<file path="src/rtl/uart_pkg.sv">
// rtl/uart_pkg.sv - shared UART frame constants, FSM encoding and baud divisor
package uart_pkg;

  localparam int DATA_BITS  = 8;
  localparam int FRAME_BITS = 10;
  localparam logic LINE_IDLE = 1'b1;

  localparam logic [1:0] ST_IDLE  = 2'd0;
  localparam logic [1:0] ST_START = 2'd1;
  localparam logic [1:0] ST_DATA  = 2'd2;
  localparam logic [1:0] ST_STOP  = 2'd3;

  function automatic int baud_divisor(input int clk_freq, input int baud_rate);
    return clk_freq / baud_rate;
  endfunction

endpackage

</file>
<file path="src/rtl/uart_tx_serializer_if.sv">
// rtl/uart_tx_serializer_if.sv - byte handshake between register block and TX serializer
interface uart_tx_serializer_if;
  import uart_pkg::*;

  logic                 in_valid;
  logic                 in_ready;
  logic [DATA_BITS-1:0] in_data;

  modport master (output in_valid, output in_data, input in_ready);
  modport slave  (input in_valid, input in_data, output in_ready);

endinterface

</file>
<file path="src/rtl/uart_byte_fifo.sv">
// rtl/uart_byte_fifo.sv - synchronous byte FIFO with level, empty and full flags
module uart_byte_fifo #(
  parameter int DEPTH_LOG2 = 5
) (
  input  logic                clk,
  input  logic                reset,
  input  logic                push,
  input  logic [7:0]          wdata,
  input  logic                pop,
  output logic [7:0]          rdata,
  output logic                empty,
  output logic                full,
  output logic [DEPTH_LOG2:0] level
);

  localparam int DEPTH = 1 << DEPTH_LOG2;
  localparam logic [DEPTH_LOG2:0] FULL_LEVEL = (DEPTH_LOG2 + 1)'(DEPTH);

  logic [7:0]            mem [DEPTH];
  logic [DEPTH_LOG2-1:0] wptr;
  logic [DEPTH_LOG2-1:0] rptr;
  logic [DEPTH_LOG2:0]   count;
  logic                  do_push;
  logic                  do_pop;

  assign do_push = push && !full;
  assign do_pop  = pop && !empty;
  assign rdata   = mem[rptr];
  assign empty   = (count == '0);
  assign full    = (count == FULL_LEVEL);
  assign level   = count;

  always_ff @(posedge clk) begin
    if (reset) begin
      wptr  <= '0;
      rptr  <= '0;
      count <= '0;
    end else begin
      if (do_push) wptr <= wptr + 1'b1;
      if (do_pop)  rptr <= rptr + 1'b1;
      case ({do_push, do_pop})
        2'b10:   count <= count + 1'b1;
        2'b01:   count <= count - 1'b1;
        default: count <= count;
      endcase
    end
  end

  // Storage needs no reset; the pointers define what is valid.
  always_ff @(posedge clk) begin
    if (do_push) mem[wptr] <= wdata;
  end

endmodule

</file>
<file path="src/rtl/uart_tx_serializer.sv">
// rtl/uart_tx_serializer.sv - buffers bytes and serializes them as 8N1 frames on uart_txd
module uart_tx_serializer
  import uart_pkg::*;
#(
  parameter int CLK_FREQ        = 100000000,
  parameter int BAUD_RATE       = 115200,
  parameter int FIFO_DEPTH_LOG2 = 5
) (
  input  logic                     clk,
  input  logic                     reset,
  uart_tx_serializer_if.slave      bus,
  output logic                     uart_txd,
  output logic                     tx_busy,
  output logic                     fifo_empty,
  output logic                     fifo_full,
  output logic [FIFO_DEPTH_LOG2:0] fifo_level
);

  localparam int DIVISOR = baud_divisor(CLK_FREQ, BAUD_RATE);
  localparam int CNT_W   = $clog2(DIVISOR);
  localparam logic [CNT_W-1:0] CNT_LAST = CNT_W'(DIVISOR - 1);

  logic [1:0]           state;
  logic [CNT_W-1:0]     baud_cnt;
  logic [2:0]           bit_cnt;
  logic [DATA_BITS-1:0] shreg;
  logic [DATA_BITS-1:0] head;
  logic                 line_q;
  logic                 push;
  logic                 pop;
  logic                 bit_end;

  assign bus.in_ready = !fifo_full && !reset;
  assign push         = bus.in_valid && bus.in_ready;
  assign bit_end      = (baud_cnt == CNT_LAST);
  assign tx_busy      = (state != ST_IDLE);

  always_comb begin
    pop = 1'b0;
    case (state)
      ST_IDLE: pop = !fifo_empty;
      ST_STOP: pop = bit_end && !fifo_empty;
      default: pop = 1'b0;
    endcase
  end

  uart_byte_fifo #(
    .DEPTH_LOG2(FIFO_DEPTH_LOG2)
  ) u_fifo (
    .clk   (clk),
    .reset (reset),
    .push  (push),
    .wdata (bus.in_data),
    .pop   (pop),
    .rdata (head),
    .empty (fifo_empty),
    .full  (fifo_full),
    .level (fifo_level)
  );

  // line_q is the FSM's bit decision; uart_txd re-registers it so the line starts one edge after the pop.
  always_ff @(posedge clk) begin
    if (reset) begin
      state    <= ST_IDLE;
      baud_cnt <= '0;
      bit_cnt  <= '0;
      shreg    <= '0;
      line_q   <= LINE_IDLE;
      uart_txd <= LINE_IDLE;
    end else begin
      uart_txd <= line_q;
      case (state)
        ST_IDLE: begin
          if (pop) begin
            shreg    <= head;
            line_q   <= 1'b0;
            baud_cnt <= '0;
            bit_cnt  <= '0;
            state    <= ST_START;
          end
        end
        ST_START: begin
          if (bit_end) begin
            baud_cnt <= '0;
            line_q   <= shreg[0];
            shreg    <= shreg >> 1;
            bit_cnt  <= '0;
            state    <= ST_DATA;
          end else begin
            baud_cnt <= baud_cnt + 1'b1;
          end
        end
        ST_DATA: begin
          if (bit_end) begin
            baud_cnt <= '0;
            if (bit_cnt == 3'(DATA_BITS - 1)) begin
              line_q <= 1'b1;
              state  <= ST_STOP;
            end else begin
              bit_cnt <= bit_cnt + 1'b1;
              line_q  <= shreg[0];
              shreg   <= shreg >> 1;
            end
          end else begin
            baud_cnt <= baud_cnt + 1'b1;
          end
        end
        ST_STOP: begin
          if (bit_end) begin
            baud_cnt <= '0;
            if (pop) begin
              shreg   <= head;
              line_q  <= 1'b0;
              bit_cnt <= '0;
              state   <= ST_START;
            end else begin
              state <= ST_IDLE;
            end
          end else begin
            baud_cnt <= baud_cnt + 1'b1;
          end
        end
        default: state <= ST_IDLE;
      endcase
    end
  end

endmodule

</file>
<file path="src/flat_wrapper.sv">
// flat-port wrapper written by rule: the top's interface ports become plain ports
module uart_tx_serializer_flat import uart_pkg::*;
#(
  parameter int CLK_FREQ        = 100000000,
  parameter int BAUD_RATE       = 115200,
  parameter int FIFO_DEPTH_LOG2 = 5
)
  (clk, reset, uart_txd, tx_busy, fifo_empty, fifo_full, fifo_level, bus_in_valid, bus_in_data, bus_in_ready);
  uart_tx_serializer_if bus_i ();
  input  logic clk;
  input  logic reset;
  output logic uart_txd;
  output logic tx_busy;
  output logic fifo_empty;
  output logic fifo_full;
  output logic [FIFO_DEPTH_LOG2:0] fifo_level;
  input wire logic [$bits(bus_i.in_valid)-1:0] bus_in_valid;
  input wire logic [$bits(bus_i.in_data)-1:0] bus_in_data;
  output wire logic [$bits(bus_i.in_ready)-1:0] bus_in_ready;
  assign bus_i.in_valid = bus_in_valid;
  assign bus_i.in_data = bus_in_data;
  assign bus_in_ready = bus_i.in_ready;
  uart_tx_serializer #(.CLK_FREQ(CLK_FREQ), .BAUD_RATE(BAUD_RATE), .FIFO_DEPTH_LOG2(FIFO_DEPTH_LOG2)) u_core (.clk(clk), .reset(reset), .bus(bus_i), .uart_txd(uart_txd), .tx_busy(tx_busy), .fifo_empty(fifo_empty), .fifo_full(fifo_full), .fifo_level(fifo_level));
endmodule
</file>
<file path="config.mk">
export PLATFORM = sky130hd
export DESIGN_NAME = uart_tx_serializer_flat
export DESIGN_NICKNAME = d
export VERILOG_FILES = /design/src/rtl/uart_pkg.sv /design/src/rtl/uart_tx_serializer_if.sv /design/src/rtl/uart_byte_fifo.sv /design/src/rtl/uart_tx_serializer.sv /design/src/flat_wrapper.sv
export SDC_FILE = /design/constraint.sdc
export NUM_CORES = 1
export LEC_CHECK = 0
export BUFFER_PORTS_ARGS = -buffer_cell sky130_fd_sc_hd__clkbuf_2
export CORE_MARGIN = 1
export CORE_UTILIZATION = 50
export CTS_BUF_LIST = sky130_fd_sc_hd__clkbuf_4 sky130_fd_sc_hd__clkbuf_8 sky130_fd_sc_hd__clkbuf_16
export DETAILED_ROUTE_END_ITERATION = 12
export GPL_TIMING_DRIVEN = 0
export PLACE_DENSITY = 0.66
export SETUP_SLACK_MARGIN = 0.02
export SLEW_MARGIN = 10
export SYNTH_ARGS = -nofsm -noshare
export SYNTH_HDL_FRONTEND = slang
export SYNTH_HIERARCHICAL = 1
export SYNTH_SLANG_ARGS = --single-unit
</file>
<file path="constraint.sdc">
create_clock -name clk -period 5.1 [get_ports clk]
set_input_delay 0.255 -clock clk [delete_from_list [all_inputs] [get_ports clk]]
set_output_delay 0.255 -clock clk [all_outputs]
set_load 0.1 [all_outputs]
</file>
==> flow_metrics.py, run 1 <==
metrics = {
    "run_status": {
        "outcome": "finished, final reports clean",
    },
    "floorplan": {
        "die_h_um": 160,
        "chipWidth_um": 160,
        "core_area_sq_mm": 0.0245,
        "ios": 22,
        "rows": 57,
        "dieArea_sq_mm": 0.0257,
        "initial_core_util_pct": 51.2,
    },
    "worst_hold_path": {
        "hold_class": "in2reg",
        "min-delay-start": "reset",
    },
    "clock_network": {
        "cts_buffers": 30,
        "cts_root_buffer": "clkbuf_16",
        "ctsHoldBuffers": 0,
        "post_cts_buffers": 0,
        "h-tree-depth": 1,
        "path_clk_slew_ns": 0.06,
        "cts_tree": "yes",
        "clock_latency_ns": 0.56,
        "ctsResizeCount": 0,
        "cts_buffer_depth": 3,
        "clock_sinks": 302,
    },
    "drt": {
        "drt-pass1-iter-count": 5,
        "route.detailed.drc": 0,
        "drt_iter0_markers": 737,
        "via_per_inst": 6.09,
        "dr_total_vias": 7240,
        "wl_per_cell_um": 23.0,
        "ant_nets": 0,
        "routed_wl_um": 27300,
    },
    "sta": {
        "slew_viol_final": 0,
        "tns_ns": 0,
        "final_hold_viol_count": 0,
        "finalCritPeriodShare_pct": 80.7,
        "max_slew_margin_pct": 33.8,
        "fin_ws_ns": 0.985,
        "finClkSkew_ns": 0.0259,
        "period_needed_ns": 4.12,
        "clock.fmax_mhz": 243,
        "finalSetupViolCount": 0,
        "rsz0062_at_grt": "false",
        "worst_pin_slew_ns": 0.991,
    },
    "pwr": {
        "p_per_area_mw_per_mm2": 447,
        "switching_share_pct": 29.1,
        "switching_power_mw": 1.82,
        "seqPwrFrac_pct": 44.8,
        "power_frac_comb_pct": 22.2,
        "cell_internal_pwr_mw": 4.44,
        "clkPwrFrac_pct": 33.1,
        "p_leak_nw": 4.49,
        "ir_drop_v": 0.000387,
    },
    "synth": {
        "ys_seq_elements": 302,
        "yosys_warnings": 6,
        "synth_area_leader_cell": "edfxtp_1",
        "synth_seq_area_share_pct": 68.8,
        "async_reset_ff_share_pct": 0,
        "synth.area.top_cells": "edfxtp_1 61%, dfxtp_1 7.4%, mux2i_1 5.9%, mux4_2 5.8%, a22oi_1 2.1%",
        "synth_edf_count": 256,
        "synthesis.nets": 819,
        "avgSynthCellArea_sq_um": 15.8,
        "synthDistinctLibCells": 71,
        "ys.flop_type": "edfxtp_1",
        "yosysTopAreaCellShare_pct": 61.4,
        "synth_cells": 792,
        "syn_area_sq_mm": 0.0125,
    },
    "setup_path": {
        "startpoint": "u_core/u_fifo/level[1]$_SDFFE_PP0P_",
        "critPathMaxFanout": 10,
        "crit_path_end_kind": "flip-flop",
        "critical_path.max_stage_delay_ns": 0.55,
        "critPathSlowestCell": "or4_4",
        "crit_required_ns": 5.55,
        "critPathArrivalTime_ns": 4.56,
        "cpMostUsedCell": "ha_1",
        "path_cells": "or4_4 -> buf_6 -> nor3_4 -> nor3b_1 -> nand4_1 -> nand2b_1 -> o31ai_4 -> inv_1 -> ha_1 -> clkbuf_1 -> xor2_1 -> ha_1 -> a21oi_1 -> a22oi_1 -> a31oi_1 -> mux2_1",
        "cp-start-kind": "flip-flop",
        "crit_type": "reg2reg",
        "r2r-start": "u_core/u_fifo/level[1]$_SDFFE_PP0P_",
    },
    "place": {
        "place_ws_ns": 1.11,
        "dp.cells": 1137,
        "postPlaceCellArea_sq_mm": 0.0131,
        "gp_congestion": 0.926,
        "port_buffers": 21,
        "dpl.hpwl_um": 17700,
    },
    "global_route": {
        "grt_pass1_wl_um": 41900,
        "grt_overflow_total": 0,
        "grt_antenna_before_repair": 0,
        "grt_max_degree": 33,
        "gr-usage-all-layers_pct": 21.5,
        "first_global_vias": 7118,
    },
    "layout": {
        "design_area_sq_mm": 0.0140,
        "final_net_count": 872,
        "area_delta_synth_final_pct": 11.8,
        "layout_commonest_cell": "edfxtp_1",
        "layout.filler_cells": 1856,
        "final_cell_mix": "256 x edfxtp_1, 74 x mux2i_1, 61 x nor2_1",
        "antenna_cells": 0,
        "final_cells": 1188,
        "drive_above_1_share_pct": 16.3,
    },
    "job": {
        "drv_cap": 0,
    },
}
-- layer usage --
layer	up-vias	GRT usage (%)	part of all wire, %
li1	3237	-	-
met1	3659	30.1	43
met2	286	34.9	48
met3	58	3.56	6.5
met4	0	6.32	2.8
met5	-	0	0
-- final cells by class --
class                   instances  area [sq um]  share of cell area [%]
flip-flops and latches        302          8610                    61.5
repair buffers                 21           105                   0.751
inverters                      16          61.3                   0.438
multi-input cells             431          3660                    26.2
well taps                     324           405                    2.90
clock buffers                  42           847                    6.06
plain buffers                  43           215                    1.54
clock inverters                 9          83.8                   0.599
-- path summary, 6_finish.rpt --
| kind | end | slack [ns] | cells after the start |
|---|---|---|---|
| setup / recovery | u_core/u_fifo/level[4]$_SDFFE_PP0P_ | 0.98 | 16 |
| hold / removal | u_core/u_fifo/wptr[4]$_SDFFE_PP0P_ | 0.25 | 3 |
| setup reg to reg | u_core/u_fifo/level[4]$_SDFFE_PP0P_ | 0.98 | 16 |
| hold reg to reg | u_core/uart_txd$_SDFF_PP1_ | 0.42 | 2 |
-- power groups by stage --
stage / Combinational, mW / Sequential (mW) / Clock, mW
floorplan: 0.983 / 2.92 / 0
global placement: 1.32 / 2.85 / 0
detailed placement: 1.37 / 2.85 / 0
CTS: 1.38 / 2.80 / 2.10
global route: 1.49 / 2.81 / 2.20
finish: 1.39 / 2.80 / 2.07
-- state kept, by name, summed over array words and instances (netlist names), named ones only --
signal,cells
u_core/baud_cnt,10
u_core/bit_cnt,3
u_core/line_q,1
u_core/shreg,8
u_core/state,2
u_core/u_fifo/level,6
u_core/u_fifo/mem,256
u_core/u_fifo/rptr,5
u_core/u_fifo/wptr,5
u_core/uart_txd,1
-- metrics by stage --
stage          power [mW]  hold slack [ns]  utilization [%]
3_3_place_gp         4.17            0.404             53.4
6_report             6.26            0.252             57.2
4_1_cts              6.27            0.240             57.2
3_5_place_dp         4.23            0.404             53.4
2_1_floorplan        3.90            0.354                -
5_1_grt              6.50            0.296             57.2
-- cells by family after synthesis --
logic type	count (synthesis)	share of synthesized area, %
adder cells (fa/ha/maj)	16	1.60
flip-flops	302	68.8
multiplexers	108	11.9
XOR/XNOR	9	0.630
AO/OA/AOI/OAI	129	7.92
AND/OR/NAND/NOR	169	7.01
buffers and inverters	59	2.21
-- cell usage after synthesis (all sizes together) (4+ instances only) --
cell	n
xor2	8
mux4	32
o21ai	16
nor3b	4
buf	25
nor3	5
a221oi	8
o22a	7
a21oi	17
ha	16
or3	5
inv	15
nand3	36
clkbuf	18
and3	4
edfxtp	256
nor2b	7
a22o	9
nand2	16
a22oi	35
nand3b	5
nor2	62
a31oi	7
dfxtp	46
mux2i	74
-- critical path: cells and delay by family (launching register included) --
kind / cells / cell delay, ns
buffers and inverters: 3 / 0.56
DFF: 1 / 0.42
adders and majority gates: 2 / 0.46
muxes: 1 / 0.34
AOI/OAI and AO/OA: 4 / 0.73
xor gates and xnor gates: 1 / 0.21
and+or+nand+nor: 5 / 1.27
No activity file was read; power rests on OpenSTA's default activity.
==> inputs of run 2 (changes only) <==
==> constraint.sdc (replaced) <==
create_clock -name clk -period 3.79 [get_ports clk]
set_input_delay 0.1895 -clock clk [delete_from_list [all_inputs] [get_ports clk]]
set_output_delay 0.1895 -clock clk [all_outputs]
set_load 0.1 [all_outputs]
==> run 2 against run 1 <==
Flip-flop and latch count unchanged. Utilization is 0.57 points higher. Sequential share of layout area is 0.51 points lower. Global-route usage grew 0.30 points. Clock power rose by 42%. Non-clock buffer count is 4 higher. Register-to-register slack got worse by 0.78 ns. Critical path depth decreased by 3. Combinational power is 40% higher. Count of clock-buffer cells in the layout down 6. Power rose by 38%. Wire length grew 0.52%. Critical path type unchanged. Critical endpoint is now u_core/u_fifo/level[5]$_SDFFE_PP0P_. Largest cell class unchanged. Largest power group unchanged. Highest routed layer unchanged.
==> flow_metrics.py, run 2 (synthesis results as in run 1) <==
metrics = {
    "clock_network": {
        "cts_root_buffer": "clkbuf_16",
        "cts_buffers": 30,
        "cts_buffer_depth": 3,
        "clock_latency_ns": 0.55,
        "path_clk_slew_ns": 0.06,
        "cts_tree": "yes",
        "clock_sinks": 302,
        "h-tree-depth": 1,
    },
    "layout": {
        "final_cell_mix": "256 x edfxtp_1, 74 x mux2i_1, 61 x nor2_1",
        "area_delta_synth_final_pct": 12.9,
        "design_area_sq_mm": 0.0141,
        "multi_input_area_sq_mm": 0.00369,
        "drive_above_1_share_pct": 17.9,
        "layout_commonest_cell": "edfxtp_1",
        "antenna_cells": 0,
        "final_net_count": 876,
        "regMostFlops": "u_core/u_fifo/mem",
        "top_regs": "u_core/u_fifo/mem x256, u_core/baud_cnt x10, u_core/shreg x8",
        "seq_area_sq_mm": 0.00862,
        "final_cells": 1196,
        "layout.filler_cells": 1849,
        "largest_reg_flops": 256,
    },
    "drt": {
        "top_layer": "met4",
        "dr_total_vias": 7216,
        "route.detailed.drc": 0,
        "drt-pass1-iter-count": 5,
        "wl_met2_um": 13400,
        "ant_nets": 0,
        "wl_met1_um": 11600,
        "drt_iter0_markers": 619,
        "routed_wl_um": 27400,
        "route.met3.wl_um": 1530,
        "via_per_inst": 6.03,
        "wl_per_cell_um": 22.9,
    },
    "place": {
        "dp.cells": 1137,
        "postPlaceCellArea_sq_mm": 0.0131,
        "dpl.hpwl_um": 17600,
        "place_ws_ns": 0.104,
        "gp_congestion": 0.879,
        "port_buffers": 21,
    },
    "pwr": {
        "total_power_mw": 8.64,
        "clkPwrFrac_pct": 33.9,
        "cell_internal_pwr_mw": 6.13,
        "switching_share_pct": 29.1,
        "power_frac_comb_pct": 22.4,
        "ir_drop_v": 0.000502,
        "seqPwrFrac_pct": 43.7,
        "p_per_area_mw_per_mm2": 612,
        "switching_power_mw": 2.51,
        "p_leak_nw": 4.53,
    },
    "sta": {
        "finalSetupViolCount": 0,
        "period_needed_ns": 3.58,
        "max_slew_margin_pct": 31.1,
        "worst_pin_slew_ns": 1.03,
        "rsz0062_at_grt": "false",
        "slew_viol_final": 0,
        "finClkSkew_ns": 0.00868,
        "fin_ws_ns": 0.209,
        "clock.fmax_mhz": 279,
        "finalCritPeriodShare_pct": 94.5,
        "hold_slack_ns": 0.185,
        "final_hold_viol_count": 0,
    },
    "job": {
        "drv_cap": 0,
    },
    "setup_path": {
        "crit_type": "reg2reg",
        "r2r-start": "u_core/u_fifo/level[1]$_SDFFE_PP0P_",
        "crit_required_ns": 4.22,
        "startpoint": "u_core/u_fifo/level[1]$_SDFFE_PP0P_",
        "crit_path_end_kind": "flip-flop",
        "critPathMaxFanout": 8,
        "cp-start-kind": "flip-flop",
        "critPathArrivalTime_ns": 4.01,
    },
    "global_route": {
        "grt_antenna_before_repair": 0,
        "first_global_vias": 7339,
        "grt_overflow_total": 0,
        "grt_max_degree": 33,
        "gr-usage-all-layers_pct": 21.8,
        "grt_pass1_wl_um": 42600,
    },
    "floorplan": {
        "chipWidth_um": 160,
        "core_area_sq_mm": 0.0245,
        "die_h_um": 160,
        "ios": 22,
        "initial_core_util_pct": 51.2,
        "rows": 57,
        "dieArea_sq_mm": 0.0257,
    },
    "worst_hold_path": {
        "hold_class": "in2reg",
        "min-delay-start": "reset",
    },
    "run_status": {
        "outcome": "finished, final reports clean",
    },
}
## run 2: cell types whose count changed in the layout (fill, tap and decap cells not counted), moves of 2 or more
cell        delta
clkbuf_4       -6
ha_1           -2
clkinv_1       +5
clkinvlp_4     +3
bufinv_16      +2
dfxtp_2        +2
dfxtp_1        -5
dfxtp_4        +3
buf_4          +4
## run 2: worst max-delay path, cell delays in order (launching register included)
cell and delay [ns]:
dfxtp_4 0.38, or4_4 0.52, buf_8 0.17, nor3_4 0.27, nor3b_2 0.11, nand4_1 0.14, nand2b_1 0.16, o31ai_4 0.13
inv_2 0.11, ha_2 0.25, or4bb_1 0.50, o32a_1 0.20, a21oi_1 0.19, mux2_1 0.34
## run 2: layer usage
| layer | GRT usage, % | vias up |
|---|---|---|
| met5 | 0 | - |
| met4 | 7.40 | 0 |
| met3 | 3.04 | 66 |
| met2 | 35.6 | 247 |
| met1 | 30.3 | 3660 |
| li1 | - | 3243 |
## run 2: cell type report
cell class                 instances  share of cell area, %
sequential                       302                   61.0
multi-input combinational        431                   26.1
clock buffer                      36                   5.76
tap                              324                   2.87
buffer                            43                   1.62
clock inverter                    19                   1.19
timing repair buffer              25                  0.957
inverter                          16                  0.461
## run 2: worst paths after layout
path	to	slack (ns)	cells past startpoint
max	u_core/u_fifo/level[5]$_SDFFE_PP0P_	0.21	13
min reg2reg	u_core/uart_txd$_SDFF_PP1_	0.42	2
max reg2reg	u_core/u_fifo/level[5]$_SDFFE_PP0P_	0.21	13
min	u_core/u_fifo/wptr[3]$_SDFFE_PP0P_	0.18	3
## run 2: power groups by stage
| stage | clock network, mW | logic [mW] | registers [mW] |
|---|---|---|---|
| finish | 2.93 | 1.94 | 3.77 |
| global route | 3.11 | 2.09 | 3.78 |
| CTS | 2.98 | 1.88 | 3.77 |
| detailed placement | 0 | 1.87 | 3.84 |
| global placement | 0 | 1.81 | 3.83 |
| floorplan | 0 | 1.34 | 3.93 |
## run 2: what timing repair did
action | 4_1_cts | 5_1_grt
endpoints found under the setup margin | 0 | 4
hold buffers | 0 | 0
resized for setup | 0 | 4
buffers inserted | 0 | 4
## run 2: through the flow
stage / util [%] / TNS (ns)
finish: 57.8 / 0
global route: 57.8 / 0
CTS: 57.6 / 0
detailed placement: 53.6 / 0
global placement: 53.6 / 0
floorplan: - / -1.23
==> inputs of run 3 (changes only) <==
--- a/config.mk
+++ b/config.mk
@@ -5,6 +5,7 @@
 export SDC_FILE = /design/constraint.sdc
 export NUM_CORES = 1
 export LEC_CHECK = 0
+export ABC_AREA = 1
 export BUFFER_PORTS_ARGS = -buffer_cell sky130_fd_sc_hd__clkbuf_2
 export CORE_MARGIN = 1
 export CORE_UTILIZATION = 50
==> run 3 against run 2 <==
Final cell count is 40% higher. Critical endpoint is now u_core/u_fifo/level[4]$_SDFFE_PP0P_. Utilization rose by 0.11 points. Die area increased by 4.4%. Critical path type unchanged. Sequential share of layout area shrank 2.4 points.
==> flow_metrics.py, run 3 <==
metrics = {
    "global_route": {
        "grt_overflow_total": 0,
        "grt_max_degree": 33,
        "grt_pass1_wl_um": 49300,
        "grt_antenna_before_repair": 0,
        "gr-usage-all-layers_pct": 24.9,
        "first_global_vias": 8609,
    },
    "pwr": {
        "switching_power_mw": 3.45,
        "switching_share_pct": 34.8,
        "clkPwrFrac_pct": 32.3,
        "p_per_area_mw_per_mm2": 674,
        "power_frac_comb_pct": 29.2,
        "total_power_mw": 9.90,
        "p_leak_nw": 5.48,
        "seqPwrFrac_pct": 38.4,
        "ir_drop_v": 0.000481,
        "cell_internal_pwr_mw": 6.45,
    },
    "drt": {
        "drt_iter0_markers": 955,
        "wl_per_cell_um": 19.5,
        "routed_wl_um": 32600,
        "ant_nets": 0,
        "route.detailed.drc": 0,
        "via_per_inst": 5.57,
        "dr_total_vias": 9297,
        "drt-pass1-iter-count": 5,
    },
    "clock_network": {
        "cts_root_buffer": "clkbuf_16",
        "clock_latency_ns": 0.56,
        "h-tree-depth": 1,
        "clock_sinks": 302,
        "cts_tree": "yes",
        "post_cts_buffers": 0,
        "cts_buffers": 31,
        "path_clk_slew_ns": 0.06,
        "ctsHoldBuffers": 1,
        "ctsResizeCount": 0,
        "cts_buffer_depth": 3,
    },
    "setup_path": {
        "cp-start-kind": "flip-flop",
        "critPathArrivalTime_ns": 3.72,
        "ff2ff_setup_slack_ns": 0.53,
        "critPathMaxFanout": 10,
        "critical-path-top-delay-family": "simple AND/OR/NAND/NOR gates",
        "critPathBufInv": 8,
        "critical_path.max_stage_delay_ns": 0.39,
        "crit_path_end_kind": "flip-flop",
        "crit_type": "reg2reg",
        "path_cells": "inv_1 -> ha_1 -> clkbuf_8 -> nor3_4 -> nand2_4 -> inv_1 -> nand2_1 -> inv_1 -> ha_1 -> buf_2 -> inv_1 -> nand2_1 -> nand2_1 -> inv_1 -> ha_1 -> o21bai_1 -> nand2_1 -> nand3_1 -> nand3_1 -> nand2_1 -> inv_1",
        "crit_required_ns": 4.25,
        "critPathSlowestCell": "dfxtp_1",
        "cpMostUsedCell": "inv_1",
    },
    "synth": {
        "synthSimpleGateAreaFrac_pct": 22.8,
        "avgSynthCellArea_sq_um": 10.4,
        "synth_cells": 1259,
        "ys_top_cells_by_count": "419 x nand2_1, 256 x edfxtp_1, 188 x nand3_1",
        "ys_seq_elements": 302,
        "synth_area_leader_cell": "edfxtp_1",
        "synth_compound_area_share_pct": 4.83,
        "synthesis.nets": 1286,
        "synth_fa_ha_area_share_pct": 1.53,
        "synth-xor-area-share_pct": 0.670,
        "ys.flop_type": "edfxtp_1",
        "syn_area_sq_mm": 0.0131,
        "synthDistinctLibCells": 41,
        "async_reset_ff_share_pct": 0,
        "synth.area.mux_share_pct": 0,
        "yosys_warnings": 6,
        "yosysMostFrequentCell": "nand2_1",
        "yosysTopAreaCellShare_pct": 58.8,
        "synth_top_family_by_area": "simple AND/OR/NAND/NOR gates",
        "synth_seq_area_share_pct": 65.9,
        "synth.area.top_cells": "edfxtp_1 59%, nand2_1 12%, nand3_1 7.2%, dfxtp_1 7.0%, a21oi_1 3.3%",
        "synth_edf_count": 256,
    },
    "layout": {
        "final_cell_mix": "419 x nand2_1, 256 x edfxtp_1, 188 x nand3_1",
        "final_cells": 1669,
        "antenna_cells": 0,
        "drive_above_1_share_pct": 11.2,
        "layout_commonest_cell": "nand2_1",
        "largest_reg_flops": 256,
        "postLayoutCoreUtil_pct": 57.9,
        "layout.filler_cells": 2129,
        "top_regs": "u_core/u_fifo/mem x256, u_core/baud_cnt x10, u_core/shreg x8",
        "design_area_sq_mm": 0.0147,
        "area_delta_synth_final_pct": 12.4,
        "final_net_count": 1341,
        "regMostFlops": "u_core/u_fifo/mem",
    },
    "sta": {
        "clock.fmax_mhz": 307,
        "max_slew_margin_pct": 32.7,
        "hold_slack_ns": 0.238,
        "period_needed_ns": 3.26,
        "slew_viol_final": 0,
        "rsz0062_at_grt": "false",
        "final_hold_viol_count": 0,
        "finalCritPeriodShare_pct": 85.9,
        "tns_ns": 0,
        "fin_ws_ns": 0.534,
        "worst_pin_slew_ns": 1.01,
        "finClkSkew_ns": 0.00873,
        "finalSetupViolCount": 0,
    },
    "place": {
        "gp_congestion": 0.926,
        "dp.cells": 1610,
        "place_ws_ns": 0.568,
        "port_buffers": 21,
        "dpl.hpwl_um": 21200,
        "postPlaceCellArea_sq_mm": 0.0136,
    },
    "floorplan": {
        "chipWidth_um": 164,
        "core_area_sq_mm": 0.0254,
        "ios": 22,
        "dieArea_sq_mm": 0.0268,
        "die_h_um": 164,
        "rows": 58,
        "initial_core_util_pct": 51.5,
    },
    "worst_hold_path": {
        "hold_class": "in2reg",
    },
    "job": {
        "drv_cap": 0,
    },
    "run_status": {
        "outcome": "finished, final reports clean",
    },
}
run 3: area by class of cell:
cell class	count	area (sq um)	area share, %
repair buffers	22	115	0.783
plain buffers	61	342	2.32
flip-flops and latches	302	8610	58.6
inverters	59	221	1.51
well taps	330	413	2.81
clock inverters	26	307	2.09
multi-input cells	837	3900	26.5
clock buffers	32	783	5.33
run 3: cell families (layout without fill, tap and decap cells):
family / after synthesis / in the layout
AOI/OAI and AO/OA: 115 / 115
xor gates and xnor gates: 10 / 10
adders and majority gates: 16 / 16
buffers and inverters: 120 / 200
DFF: 302 / 302
and+or+nand+nor: 696 / 696
run 3: tightest hold or removal path, delay by kind of cell:
kind	cells	cell delay [ns]
AO/OA/AOI/OAI	1	0.13
buffers and inverters	1	0.07
AND/OR/NAND/NOR	3	0.36
run 3: worst paths after layout:
kind / start / endpoint / cells after the start
setup / recovery: u_core/state[0]$_SDFFE_PP0P_ / u_core/u_fifo/level[4]$_SDFFE_PP0P_ / 21
hold / removal: bus_in_valid / u_core/u_fifo/wptr[1]$_SDFFE_PP0P_ / 5
hold reg to reg: u_core/line_q$_SDFFE_PP1P_ / u_core/line_q$_SDFFE_PP1P_ / 2
setup reg to reg: u_core/state[0]$_SDFFE_PP0P_ / u_core/u_fifo/level[4]$_SDFFE_PP0P_ / 21
run 3: metal layers:
metal	track usage [%]	wire [um]	vias up
met4	7.20	809	0
met1	35.8	14000	4418
met3	3.86	2740	69
li1	-	-	4438
met2	39.1	15100	372
met5	0	0	-
run 3: power by group through the flow:
stage | clock [mW] | combinational (mW) | sequential, mW
2_1_floorplan | 0 | 1.92 | 4.01
3_3_place_gp | 0 | 2.82 | 3.87
3_5_place_dp | 0 | 2.86 | 3.88
4_1_cts | 3.24 | 2.87 | 3.81
5_1_grt | 3.37 | 3.17 | 3.82
6_report | 3.20 | 2.89 | 3.81
